$ cat src/rtl/rv32_m_pkg.sv
// Shared definitions for the RV32 M-extension execute units: op encodings,
// divider state encoding and the default datapath width.
package rv32_m_pkg;

    localparam int unsigned XLEN = 32;

    localparam logic [1:0] DIV_OP_DIV  = 2'b00;
    localparam logic [1:0] DIV_OP_DIVU = 2'b01;
    localparam logic [1:0] DIV_OP_REM  = 2'b10;
    localparam logic [1:0] DIV_OP_REMU = 2'b11;

    typedef enum logic [1:0] {
        StIdle,
        StCalc,
        StFix,
        StDone
    } div_state_e;

    function automatic logic op_is_signed(input logic [1:0] op);
        return (op == DIV_OP_DIV) || (op == DIV_OP_REM);
    endfunction

    function automatic logic op_is_rem(input logic [1:0] op);
        return (op == DIV_OP_REM) || (op == DIV_OP_REMU);
    endfunction

endpackage

$ cat src/rtl/rv32_iter_divider_if.sv
// Issue/writeback handshake bundle for the iterative divider.
interface rv32_iter_divider_if #(
    parameter int unsigned XLEN = 32
);
    logic            in_valid;
    logic            in_ready;
    logic [1:0]      op;
    logic [XLEN-1:0] dividend;
    logic [XLEN-1:0] divisor;
    logic            out_valid;
    logic            out_ready;
    logic [XLEN-1:0] result;

    modport master (
        output in_valid, op, dividend, divisor, out_ready,
        input  in_ready, out_valid, result
    );

    modport slave (
        input  in_valid, op, dividend, divisor, out_ready,
        output in_ready, out_valid, result
    );
endinterface

$ cat src/rtl/div_trial_sub.sv
// Trial subtractor a - b built as a + ~b + 1 on a Kogge-Stone carry tree.
// nonneg_o is the carry out, i.e. a >= b as unsigned.
module div_trial_sub #(
    parameter int unsigned W = 33
) (
    input  logic [W-1:0] a_i,
    input  logic [W-1:0] b_i,
    output logic [W-1:0] diff_o,
    output logic         nonneg_o
);
    logic [W-1:0] p;
    logic [W-1:0] gg;
    logic [W-1:0] pp;
    logic [W-1:0] carry;

    always_comb begin
        p  = a_i ^ ~b_i;
        gg = a_i & ~b_i;
        pp = p;
        // Carry-in of 1 folded into bit 0's generate
        gg[0] = gg[0] | pp[0];
        for (int d = 1; d < int'(W); d = d * 2) begin
            // Descending order keeps gg/pp[i-d] at the previous tree level
            for (int i = int'(W) - 1; i >= d; i--) begin
                gg[i] = gg[i] | (pp[i] & gg[i-d]);
                pp[i] = pp[i] & pp[i-d];
            end
        end
        carry    = {gg[W-2:0], 1'b1};
        diff_o   = p ^ carry;
        nonneg_o = gg[W-1];
    end

endmodule

$ cat src/rtl/rv32_iter_divider.sv
// Radix-2 restoring divider for DIV/DIVU/REM/REMU: one quotient bit per cycle,
// with single-cycle handling of divide-by-zero and signed overflow.
module rv32_iter_divider
    import rv32_m_pkg::*;
#(
    parameter int unsigned XLEN = rv32_m_pkg::XLEN
) (
    input  logic                clk,
    input  logic                rst,
    input  logic                flush,
    rv32_iter_divider_if.slave  bus
);
    localparam int unsigned CntW = $clog2(XLEN);

    div_state_e      state_q, state_d;
    logic [XLEN-1:0] dq_q, dq_d;      // dividend, shifted out MSB-first as quotient shifts in
    logic [XLEN-1:0] dvs_q, dvs_d;
    logic [XLEN:0]   rem_q, rem_d;
    logic [CntW-1:0] cnt_q, cnt_d;
    logic            q_neg_q, q_neg_d;
    logic            r_neg_q, r_neg_d;
    logic            is_rem_q, is_rem_d;
    logic [XLEN-1:0] result_q, result_d;

    logic            in_signed;
    logic            in_rem;
    logic            sign_a;
    logic            sign_b;
    logic [XLEN-1:0] abs_a;
    logic [XLEN-1:0] abs_b;
    logic            div_zero;
    logic            sgn_ovf;
    logic [XLEN:0]   rem_shift;
    logic [XLEN:0]   trial_diff;
    logic            trial_nonneg;
    logic [XLEN-1:0] quo_fix;
    logic [XLEN-1:0] rmd_fix;
    logic            unused_rem_msb;

    assign in_signed = op_is_signed(bus.op);
    assign in_rem    = op_is_rem(bus.op);
    assign sign_a    = in_signed & bus.dividend[XLEN-1];
    assign sign_b    = in_signed & bus.divisor[XLEN-1];
    assign abs_a     = sign_a ? (~bus.dividend + XLEN'(1)) : bus.dividend;
    assign abs_b     = sign_b ? (~bus.divisor + XLEN'(1)) : bus.divisor;
    assign div_zero  = (bus.divisor == '0);
    assign sgn_ovf   = in_signed && (bus.dividend == {1'b1, {(XLEN-1){1'b0}}})
                       && (bus.divisor == '1);

    // Remainder stays below the divisor, so its top bit is always zero once stored
    assign rem_shift      = {rem_q[XLEN-1:0], dq_q[XLEN-1]};
    assign unused_rem_msb = rem_q[XLEN];

    div_trial_sub #(
        .W(XLEN + 1)
    ) u_trial_sub (
        .a_i      (rem_shift),
        .b_i      ({1'b0, dvs_q}),
        .diff_o   (trial_diff),
        .nonneg_o (trial_nonneg)
    );

    assign quo_fix = q_neg_q ? (~dq_q + XLEN'(1)) : dq_q;
    assign rmd_fix = r_neg_q ? (~rem_q[XLEN-1:0] + XLEN'(1)) : rem_q[XLEN-1:0];

    always_comb begin
        state_d  = state_q;
        dq_d     = dq_q;
        dvs_d    = dvs_q;
        rem_d    = rem_q;
        cnt_d    = cnt_q;
        q_neg_d  = q_neg_q;
        r_neg_d  = r_neg_q;
        is_rem_d = is_rem_q;
        result_d = result_q;

        unique case (state_q)
            StIdle: begin
                if (bus.in_valid && !flush) begin
                    if (div_zero) begin
                        result_d = in_rem ? bus.dividend : '1;
                        state_d  = StDone;
                    end else if (sgn_ovf) begin
                        result_d = in_rem ? '0 : bus.dividend;
                        state_d  = StDone;
                    end else begin
                        dq_d     = abs_a;
                        dvs_d    = abs_b;
                        rem_d    = '0;
                        cnt_d    = '0;
                        q_neg_d  = sign_a ^ sign_b;
                        r_neg_d  = sign_a;
                        is_rem_d = in_rem;
                        state_d  = StCalc;
                    end
                end
            end
            StCalc: begin
                rem_d = trial_nonneg ? trial_diff : rem_shift;
                dq_d  = {dq_q[XLEN-2:0], trial_nonneg};
                cnt_d = cnt_q + CntW'(1);
                if (cnt_q == CntW'(XLEN - 1)) begin
                    state_d = StFix;
                end
            end
            StFix: begin
                result_d = is_rem_q ? rmd_fix : quo_fix;
                state_d  = StDone;
            end
            StDone: begin
                if (bus.out_ready) begin
                    state_d = StIdle;
                end
            end
            default: state_d = StIdle;
        endcase

        if (flush) begin
            state_d = StIdle;
        end
    end

    always_ff @(posedge clk) begin
        if (rst) begin
            state_q  <= StIdle;
            dq_q     <= '0;
            dvs_q    <= '0;
            rem_q    <= '0;
            cnt_q    <= '0;
            q_neg_q  <= 1'b0;
            r_neg_q  <= 1'b0;
            is_rem_q <= 1'b0;
            result_q <= '0;
        end else begin
            state_q  <= state_d;
            dq_q     <= dq_d;
            dvs_q    <= dvs_d;
            rem_q    <= rem_d;
            cnt_q    <= cnt_d;
            q_neg_q  <= q_neg_d;
            r_neg_q  <= r_neg_d;
            is_rem_q <= is_rem_d;
            result_q <= result_d;
        end
    end

    assign bus.in_ready  = (state_q == StIdle);
    assign bus.out_valid = (state_q == StDone);
    assign bus.result    = result_q;

endmodule

$ cat src/flat_wrapper.sv
// flat-port wrapper written by rule: the top's interface ports become plain ports
module rv32_iter_divider_flat import rv32_m_pkg::*;
#(
    parameter int unsigned XLEN = rv32_m_pkg::XLEN
)
  (clk, rst, flush, bus_in_valid, bus_op, bus_dividend, bus_divisor, bus_out_ready, bus_in_ready, bus_out_valid, bus_result);
  rv32_iter_divider_if #(.XLEN(XLEN)) bus_i ();
  input  logic clk;
  input  logic rst;
  input  logic flush;
  input wire logic [$bits(bus_i.in_valid)-1:0] bus_in_valid;
  input wire logic [$bits(bus_i.op)-1:0] bus_op;
  input wire logic [$bits(bus_i.dividend)-1:0] bus_dividend;
  input wire logic [$bits(bus_i.divisor)-1:0] bus_divisor;
  input wire logic [$bits(bus_i.out_ready)-1:0] bus_out_ready;
  output wire logic [$bits(bus_i.in_ready)-1:0] bus_in_ready;
  output wire logic [$bits(bus_i.out_valid)-1:0] bus_out_valid;
  output wire logic [$bits(bus_i.result)-1:0] bus_result;
  assign bus_i.in_valid = bus_in_valid;
  assign bus_i.op = bus_op;
  assign bus_i.dividend = bus_dividend;
  assign bus_i.divisor = bus_divisor;
  assign bus_i.out_ready = bus_out_ready;
  assign bus_in_ready = bus_i.in_ready;
  assign bus_out_valid = bus_i.out_valid;
  assign bus_result = bus_i.result;
  rv32_iter_divider #(.XLEN(XLEN)) u_core (.clk(clk), .rst(rst), .flush(flush), .bus(bus_i));
endmodule
$ cat config.mk
export PLATFORM = sky130hd
export DESIGN_NAME = rv32_iter_divider_flat
export DESIGN_NICKNAME = d
export VERILOG_FILES = /design/src/rtl/rv32_m_pkg.sv /design/src/rtl/rv32_iter_divider_if.sv /design/src/rtl/div_trial_sub.sv /design/src/rtl/rv32_iter_divider.sv /design/src/flat_wrapper.sv
export SDC_FILE = /design/constraint.sdc
export NUM_CORES = 1
export LEC_CHECK = 0
export CORE_ASPECT_RATIO = 1.2
export CORE_UTILIZATION = 40
export CTS_BUF_LIST = sky130_fd_sc_hd__clkbuf_8
export CTS_CLUSTER_SIZE = 25
export DETAILED_ROUTE_END_ITERATION = 8
export PLACE_DENSITY_LB_ADDON = 0.08
export SLEW_MARGIN = 15
export SYNTH_ARGS = -nofsm -noshare
export SYNTH_HDL_FRONTEND = slang
export SYNTH_SLANG_ARGS = --single-unit
$ cat constraint.sdc
create_clock -name clk -period 7.28 [get_ports clk]
set_clock_uncertainty 0.15 [all_clocks]
set_input_delay 1.456 -clock clk [delete_from_list [all_inputs] [get_ports clk]]
set_output_delay 1.456 -clock clk [all_outputs]
set_load 0.01 [all_outputs]
==> reports/qor.txt, run 1 <==
Req. time, crit path: 7.53 ns
CTS HTree Levels: 4
Wirelength per Cell: 18.3 um
Post-DR vias/cell: 5.73
Starting DRT DRC Count: 730
First-pass GRT wire length: 53,400 um
DRC: 0
Worst slack, placed: 1.60 ns
Core Area: 26,400 sq um
Total CTS buffers: 17
Fillers: 2,677
Placer Congestion: 0.904
Mapped Area: 10,700 sq um
Most frequent cells in the layout: 160 x nor2_1, 138 x dfxtp_1, 119 x nand2_1, 119 x a21oi_1, 103 x clkdlybuf4s50_1
Main synth FF type: dfxtp_1
Endpoints failing setup: 0
Final cycle utilization of the critical path: 72.1%
Post-synth EDFFs: 0
Clock sinks: 138
Nature of the critical path endpoint: register
RSZ-0062 raised after global routing: false
Mapped Nets: 1,518
Crit-path max FO: 70
Die footprint: 27,500 sq um
Hold Crit Endpoint: u_core.bus.result[29]$_SDFFE_PP0P_
Max-cap check violation count: 0
Async set-reset flop share out of synthesis: 0%
DRT Pass-1 Iters: 6
Vias in the first global route: 10,003
R2R Setup Slk: 2.97 ns
Hold_buf cts: 0
Largest stage delay, worst path: 0.98 ns
Internal power: 1440 uW
Clk_lat worst skew: 0.48 ns
Fin cells: 1,810
Min-Delay Path Depth: 2
Fin. max-slew vios: 0
Die width: 151 um
Worst Slack Setup Final: 2.03 ns
Footprint of the multi-input gates: 7360 sq um
Status: finished clean
Synth Warn #: 0
FP Rows: 65
Initial Util: 40.7%
Remaining antenna violation count after routing: 0
Critical path cell sequence: clkdlybuf4s50_1, nand2b_1, nor4_1, a31o_2, nor4b_4, buf_4, nor2b_2, a22oi_1, a21oi_1
Arrival time of the worst setup path: 5.50 ns
Worst r2r src: u_core.dq_q[31]$_SDFFE_PP0P_
Area grow syn2layout: 15.9%
Clk slew on worst S/H paths: 0.09 ns
Post-Place Cells: 1,778
Crit-path leading delay family: simple AND/OR/NAND/NOR gates
Antenna Cells: 0
Worst Reg-to-Reg Cells: 14
CTS Root Cell: clkbuf_8
Mapped Avg Cell Area: 7.65 sq um
Commonest non-fill, non-tap cell in the layout: nor2_1
Post-synthesis sequential area ratio: 25.8%
GR Util All Layers: 24.7%
Post-layout nets: 1,577
Layout cells sized above 1: 5.83%
Yosys cell types: 74
CTS Buffer Depth: 2
Sw frac: 31.5%
Mapped Cells: 1,403
Remaining global-route overflow: 0
Leak: 0.00448 uW
Highest clock rate: 0.191 GHz
FF-to-FF End: u_core.rem_q[30]$_SDFFE_PP0P_
Sequential Power Share: 39.3%
Largest net degree at the start of global routing: 71
Power per cell area: 169 nW/um^2
Initial antenna violation count: 0
Cell Area, Placed: 12,000 sq um
Final Cell Area: 12,400 sq um
Post-CTS setup buffers: 0
Fin. Hold Viols: 0
Worst Path Class, Setup: in2reg
Buf/Inv on CP: 2
Seq cells post-synth: 138
Worst Setup Start Kind: primary input
Detailed placement HPWL: 24,300 um
Hold_sp: u_core.bus.result[29]$_SDFFE_PP0P_
Total Power: 2100 uW
Combinational power share: 24.6%
Slowest CP cell: nor2b_2
Die H: 181 um
Peak supply drop: 0.0000936 V
Slew @ Worst Pin: 1.05 ns
Register area: 2760 sq um
Sw power: 662 uW
Normalized max-slew margin: 29.6%
IO Pins: 105
Vias: 10,370
Tmin final: 5.25 ns
Routed wire length: 33,100 um
CTS resizes: 0
HP Class: reg2reg
CTS tree: yes
# port buffers: 104
Fin Setup TNS: 0 ns
Clock power share: 36.1%
-- per-stage QoR --
step / hold slack [ns] / utilization [%]
2_1_floorplan: 0.286 / -
3_3_place_gp: 0.292 / 45.4
3_5_place_dp: 0.297 / 45.4
4_1_cts: 0.309 / 47.2
5_1_grt: 0.324 / 47.2
6_report: 0.306 / 47.2
-- tightest hold or removal path: stages, from the launching register on --
cell	delay (ns)
dfxtp_1	0.31
nand2_1	0.05
a21oi_1	0.05
-- metal layers --
metal,share of wire (%),track usage [%]
met1,46,32.2
met2,48,41.6
met3,4.6,3.94
met4,1.4,6.93
met5,0,0
-- how the worst max path moves through the flow --
stage                    start                             to  slack [ns]  depth (start not counted)
3_3_place_gp         bus_op[0]   u_core.dq_q[20]$_SDFFE_PP0P_        1.73                          9
6_report             bus_op[0]   u_core.dq_q[23]$_SDFFE_PP0P_        2.03                          9
5_1_grt              bus_op[0]   u_core.dq_q[25]$_SDFFE_PP0P_        1.86                          9
2_1_floorplan  bus_divisor[28]  u_core.rem_q[30]$_SDFFE_PP0P_        2.94                         12
3_5_place_dp         bus_op[0]   u_core.dq_q[20]$_SDFFE_PP0P_        1.60                          9
4_1_cts              bus_op[0]   u_core.dq_q[23]$_SDFFE_PP0P_        2.10                          9
-- logic make-up (layout without fill, tap and decap cells) --
| family | Yosys count | in the layout | share of synthesized area, % |
|---|---|---|---|
| muxes | 30 | 30 | 2.81 |
| xor gates and xnor gates | 143 | 143 | 11.7 |
| adders and majority gates | 59 | 59 | 6.60 |
| buffers and inverters | 148 | 220 | 6.05 |
| DFF | 138 | 138 | 25.8 |
| AOI/OAI and AO/OA | 436 | 436 | 27.2 |
| and+or+nand+nor | 449 | 449 | 19.9 |
-- power by group through the flow --
stage               clock [uW]  combinational (uW)  sequential [uW]
floorplan                    0                 346              833
global placement             0                 511              841
detailed placement           0                 513              841
CTS                        772                 515              824
global route               802                 573              829
finish                     757                 517              825
-- final cells by class --
type                    instances  share of cell area [%]
well taps                     335                    3.37
repair buffers                123                    9.50
multi-input cells            1117                    59.2
clock inverters                12                    1.57
inverters                      65                    1.96
flip-flops and latches        138                    22.2
clock buffers                  20                    2.21
-- Yosys cell counts (all sizes together) (30+ instances only) --
cell | count | share of area, %
o31ai | 30 | 2.2
ha | 43 | 5.0
inv | 65 | 2.3
xnor2 | 75 | 6.1
nand2 | 120 | 4.2
nor3 | 37 | 1.7
nor2 | 160 | 5.6
clkbuf | 68 | 2.9
o21ai | 86 | 4.0
dfxtp | 138 | 26
a211oi | 46 | 3.2
a21oi | 120 | 5.6
xor2 | 68 | 5.6
-- sequential cells by signal, indices dropped and copies added (netlist names) --
name and cells:
u_core.cnt_q 5, u_core.dvs_q 32, u_core.is_rem_q 1, u_core.r_neg_q 1, u_core.rem_q 32, u_core.state_q 2, u_core.bus.result 32, u_core.q_neg_q 1
u_core.dq_q 32
Note: power is estimated with default switching activity, not from simulation.
==> inputs of run 2 (changes only) <==
==> constraint.sdc (replaced) <==
create_clock -name clk -period 5 [get_ports clk]
set_clock_uncertainty 0.15 [all_clocks]
set_input_delay 1 -clock clk [delete_from_list [all_inputs] [get_ports clk]]
set_output_delay 1 -clock clk [all_outputs]
set_load 0.01 [all_outputs]
==> run 2 against run 1 <==
Compared with the run above: sequential cell count unchanged; sequential power up 45%; critical path depth unchanged; critical path type unchanged; utilization up 0.58 points; via count up 1.5%; sequential share of layout area down 0.27 points; routed wire length up 0.40%; clock power up 29%; worst hold slack worse by 0.0033 ns; combinational power up 50%; design area up 1.2%; count of clock-buffer cells in the layout down 3.
==> reports/qor.txt, run 2 (synthesized netlist as in run 1, its figures left out) <==
Most frequent cells in the layout: 160 x nor2_1, 138 x dfxtp_1, 119 x nand2_1, 119 x a21oi_1, 103 x clkdlybuf4s50_1
Fillers: 2,708
Clock sinks: 138
Die H: 181 um
Hold_buf cts: 0
Remaining global-route overflow: 0
Vias: 10,530
Placer Congestion: 0.900
Final Cell Area: 12,600 sq um
Fin Setup TNS: 0 ns
Die width: 151 um
HP Class: reg2reg
DRC: 0
Post-DR vias/cell: 5.74
Peak supply drop: 0.000125 V
Crit path capture: u_core.bus.result[19]$_SDFFE_PP0P_
WL met2: 15,700 um
FF-to-FF End: u_core.rem_q[19]$_SDFFE_PP0P_
Final Core Density: 47.8%
R2R Setup Slk: 0.88 ns
Remaining antenna violation count after routing: 0
Total CTS buffers: 17
Nature of the critical path endpoint: register
Largest net degree at the start of global routing: 79
Normalized max-slew margin: 24.5%
Cell Area, Placed: 12,200 sq um
Initial Util: 40.7%
Starting DRT DRC Count: 749
Core Area: 26,400 sq um
Fin. max-slew vios: 0
Req. time, crit path: 5.24 ns
Vias in the first global route: 10,213
Tmin final: 4.18 ns
Worst Setup Start Kind: primary input
Worst r2r src: u_core.rem_q[0]$_SDFFE_PP0P_
Routed met1 length: 15,200 um
IO Pins: 105
First-pass GRT wire length: 53,700 um
Status: finished clean
Crit-path max FO: 49
Arrival time of the worst setup path: 4.42 ns
Total Power: 2950 uW
Endpoints failing setup: 0
Worst Reg-to-Reg Cells: 11
# port buffers: 104
Crit path launch: bus_divisor[28]
DR top layer: met4
Max-cap check violation count: 0
Clk slew on worst S/H paths: 0.08 ns
Antenna Cells: 0
Power per cell area: 234 nW/um^2
Post-CTS setup buffers: 0
Min-Delay Path Depth: 2
GR Util All Layers: 24.9%
CTS tree: yes
CTS Root Cell: clkbuf_8
DRT Pass-1 Iters: 5
Layout cells sized above 1: 7.40%
CTS HTree Levels: 4
Area grow syn2layout: 17.4%
Clk_lat worst skew: 0.48 ns
Initial antenna violation count: 0
Post-layout nets: 1,602
CTS Buffer Depth: 2
Slew @ Worst Pin: 1.10 ns
Final cycle utilization of the critical path: 83.6%
Wirelength per Cell: 18.1 um
RSZ-0062 raised after global routing: false
Leak: 0.00458 uW
Commonest non-fill, non-tap cell in the layout: nor2_1
Routed wire length: 33,300 um
Die footprint: 27,500 sq um
CTS resizes: 0
Detailed placement HPWL: 24,900 um
FP Rows: 65
Met3 routed WL: 1450 um
Worst Path Class, Setup: in2reg
Fin. Hold Viols: 0
Highest clock rate: 0.239 GHz
run 2: cell types whose count changed in the layout (fill, tap and decap cells not counted), moves of 2 or more:
cell and delta:
inv_6 +2, bufinv_16 -2, buf_4 +22, clkinv_2 +2, buf_12 +3, clkbuf_8 -3
run 2: worst min path at each step:
| stage | to | from |
|---|---|---|
| global placement | u_core.cnt_q[4]$_SDFFE_PP0P_ | u_core.cnt_q[4]$_SDFFE_PP0P_ |
| detailed placement | u_core.bus.result[29]$_SDFFE_PP0P_ | u_core.bus.result[29]$_SDFFE_PP0P_ |
| CTS | u_core.bus.result[29]$_SDFFE_PP0P_ | u_core.bus.result[29]$_SDFFE_PP0P_ |
| floorplan | u_core.cnt_q[4]$_SDFFE_PP0P_ | u_core.cnt_q[4]$_SDFFE_PP0P_ |
| finish | u_core.bus.result[29]$_SDFFE_PP0P_ | u_core.bus.result[29]$_SDFFE_PP0P_ |
| global route | u_core.bus.result[29]$_SDFFE_PP0P_ | u_core.bus.result[29]$_SDFFE_PP0P_ |
run 2: layout make-up:
| class | instances | area [sq um] | share of cell area (%) |
|---|---|---|---|
| Sequential cell | 138 | 2760 | 21.9 |
| Clock inverter | 15 | 175 | 1.39 |
| Timing Repair Buffer | 148 | 1410 | 11.2 |
| Multi-Input combinational cell | 1117 | 7350 | 58.4 |
| Inverter | 65 | 244 | 1.94 |
| Clock buffer | 17 | 234 | 1.86 |
| Tap cell | 335 | 419 | 3.33 |
run 2: critical path, stage by stage:
cell and delay [ns]:
clkdlybuf4s50_1 0.50, or4_1 0.59, or3_1 0.41, nor4_4 0.46
buf_4 0.55, maj3_1 0.30, o22ai_1 0.08, or3_1 0.37
a21oi_1 0.16
run 2: layer usage:
layer  up-vias  track usage [%]
met5         -                0
met4         0             9.23
met3        57             3.59
met2       291             41.4
met1      4914             32.1
li1       5268                -
run 2: through the flow:
stage / worst slack [ns] / hold WS, ns / std cells
floorplan: 1.12 / 0.286 / 1403
global placement: 0.389 / 0.292 / 1803
detailed placement: 0.385 / 0.297 / 1803
CTS: 0.808 / 0.307 / 1835
global route: 0.543 / 0.330 / 1835
finish: 0.820 / 0.302 / 1835
run 2: power breakdown:
part / total, uW / internal, uW / switching (uW)
sequential: 1200 / 1150 / 49.1
combinational: 773 / 326 / 447
clock: 975 / 493 / 483
==> inputs of run 3 (changes only) <==
==> constraint.sdc (replaced) <==
create_clock -name clk -period 3.8 [get_ports clk]
set_clock_uncertainty 0.15 [all_clocks]
set_input_delay 0.76 -clock clk [delete_from_list [all_inputs] [get_ports clk]]
set_output_delay 0.76 -clock clk [all_outputs]
set_load 0.01 [all_outputs]
==> run 3 against run 2 <==
Compared with the run above: design area is 7.9% higher; routed wire length increased by 3.1%; worst hold slack improved by 0.00093 ns; sequential power up 32%; die area is the same; utilization is 3.8 points higher; highest routed layer unchanged; first-iteration DRC count shrank 23%; via count rose by 4.0%.
==> reports/qor.txt, run 3 (synthesized netlist as in run 1, its figures left out) <==
Total CTS buffers: 17
Routed met1 length: 15,100 um
DR top layer: met4
Remaining antenna violation count after routing: 0
Largest net degree at the start of global routing: 81
Crit-path max FO: 6
Antenna Cells: 0
Status: finished clean
Crit path launch: u_core.rem_q[0]$_SDFFE_PP0P_
Post-DR vias/cell: 5.62
Min-Delay Path Depth: 2
Detailed placement HPWL: 26,100 um
Fillers: 2,627
Fin. Hold Viols: 0
FP Rows: 65
Endpoints failing setup: 0
Final Cell Area: 13,600 sq um
Max-cap check violation count: 0
Post-layout nets: 1,715
Arrival time of the worst setup path: 3.90 ns
Fin. max-slew vios: 0
# port buffers: 104
Req. time, crit path: 4.06 ns
CTS Root Cell: clkbuf_8
Worst Reg-to-Reg Cells: 10
CTS HTree Levels: 4
Leak: 0.00519 uW
WL met2: 16,800 um
Die width: 151 um
Layout cells sized above 1: 14.3%
Worst r2r src: u_core.rem_q[0]$_SDFFE_PP0P_
HP Class: reg2reg
Starting DRT DRC Count: 577
Initial Util: 40.7%
Met3 routed WL: 1510 um
Final cycle utilization of the critical path: 95.8%
Core Area: 26,400 sq um
Wirelength per Cell: 17.6 um
Vias: 10,950
Placer Congestion: 0.889
Worst Setup Start Kind: register
Worst Path Class, Setup: reg2reg
DRC: 0
CTS Buffer Depth: 2
Highest clock rate: 0.275 GHz
Register area: 2760 sq um
Peak supply drop: 0.000198 V
Hold_sp: u_core.bus.result[29]$_SDFFE_PP0P_
Final Core Density: 51.5%
Vias in the first global route: 10,582
Normalized max-slew margin: 24.6%
First-pass GRT wire length: 55,200 um
Die footprint: 27,500 sq um
Cell Area, Placed: 13,100 sq um
Routed wire length: 34,300 um
Footprint of the multi-input gates: 7380 sq um
Initial antenna violation count: 0
Hold_buf cts: 0
GR Util All Layers: 25.6%
Clk_lat worst skew: 0.47 ns
Die H: 181 um
DRT Pass-1 Iters: 5
Fin Setup TNS: 0 ns
CTS tree: yes
IO Pins: 105
Most frequent cells in the layout: 160 x nor2_1, 147 x buf_4, 137 x dfxtp_1, 119 x nand2_1, 119 x a21oi_1
Clock sinks: 138
Remaining global-route overflow: 0
Min Hold Slack: 0.303 ns
Power per cell area: 293 nW/um^2
Slew @ Worst Pin: 1.13 ns
Commonest non-fill, non-tap cell in the layout: nor2_1
Clk slew on worst S/H paths: 0.08 ns
Area grow syn2layout: 26.6%
Tmin final: 3.64 ns
Nature of the critical path endpoint: register
## run 3: changes by cell type in the layout (fill, tap and decap cells not counted), moves of 2 or more
| cell | delta |
|---|---|
| buf_12 | +8 |
| buf_4 | +105 |
| clkbuf_8 | +2 |
| clkinvlp_4 | -2 |
| inv_6 | -2 |
| o21ai_0 | -2 |
| o21ai_1 | +2 |
## run 3: area by class of cell
type                    instances  share of cell area, %
inverters                      65                   1.80
flip-flops and latches        138                   20.4
clock inverters                13                   1.12
clock buffers                  19                   1.93
well taps                     335                   3.09
repair buffers                261                   17.3
multi-input cells            1117                   54.4
## run 3: report_power, final
part	internal, uW	switching, uW
registers	1510	71.6
clock network	676	612
logic	507	597
## run 3: path summary, 6_finish.rpt
check / end / slack, ns
max: u_core.bus.result[29]$_SDFFE_PP0P_ / 0.16
min: u_core.bus.result[29]$_SDFFE_PP0P_ / 0.30
max reg2reg: u_core.bus.result[29]$_SDFFE_PP0P_ / 0.16
min reg2reg: u_core.bus.result[29]$_SDFFE_PP0P_ / 0.30
## run 3: metal layers
layer / vias up / track usage (%)
li1: 5505 / -
met1: 5115 / 32.3
met2: 284 / 44.4
met3: 46 / 3.09
met4: 0 / 8.40
met5: - / 0
## run 3: worst max-delay path, stage by stage, from the launching register on
cell and delay (ns):
dfxtp_2 0.37, buf_4 0.19, or4_4 0.56, or4_4 0.52, nand4bb_4 0.25, or3_4 0.42, or4_4 0.47, o41ai_4 0.23
xnor2_1 0.19, o211ai_2 0.10, a21oi_1 0.13
## run 3: through the flow
stage	setup slack, ns	cells	power, uW
after global placement	-0.202	1915	2700
after CTS	0.0346	1947	3990
after global routing	-0.0123	1948	4180
final	0.159	1948	3980
after detailed placement	-0.209	1915	2700
after floorplan	0.158	1403	2260
## run 3: repair_timing
item,in CTS,in global routing
endpoints found under the setup margin,1,12
pin swaps,0,2
gates resized for setup,1,10
setup buffers,0,1
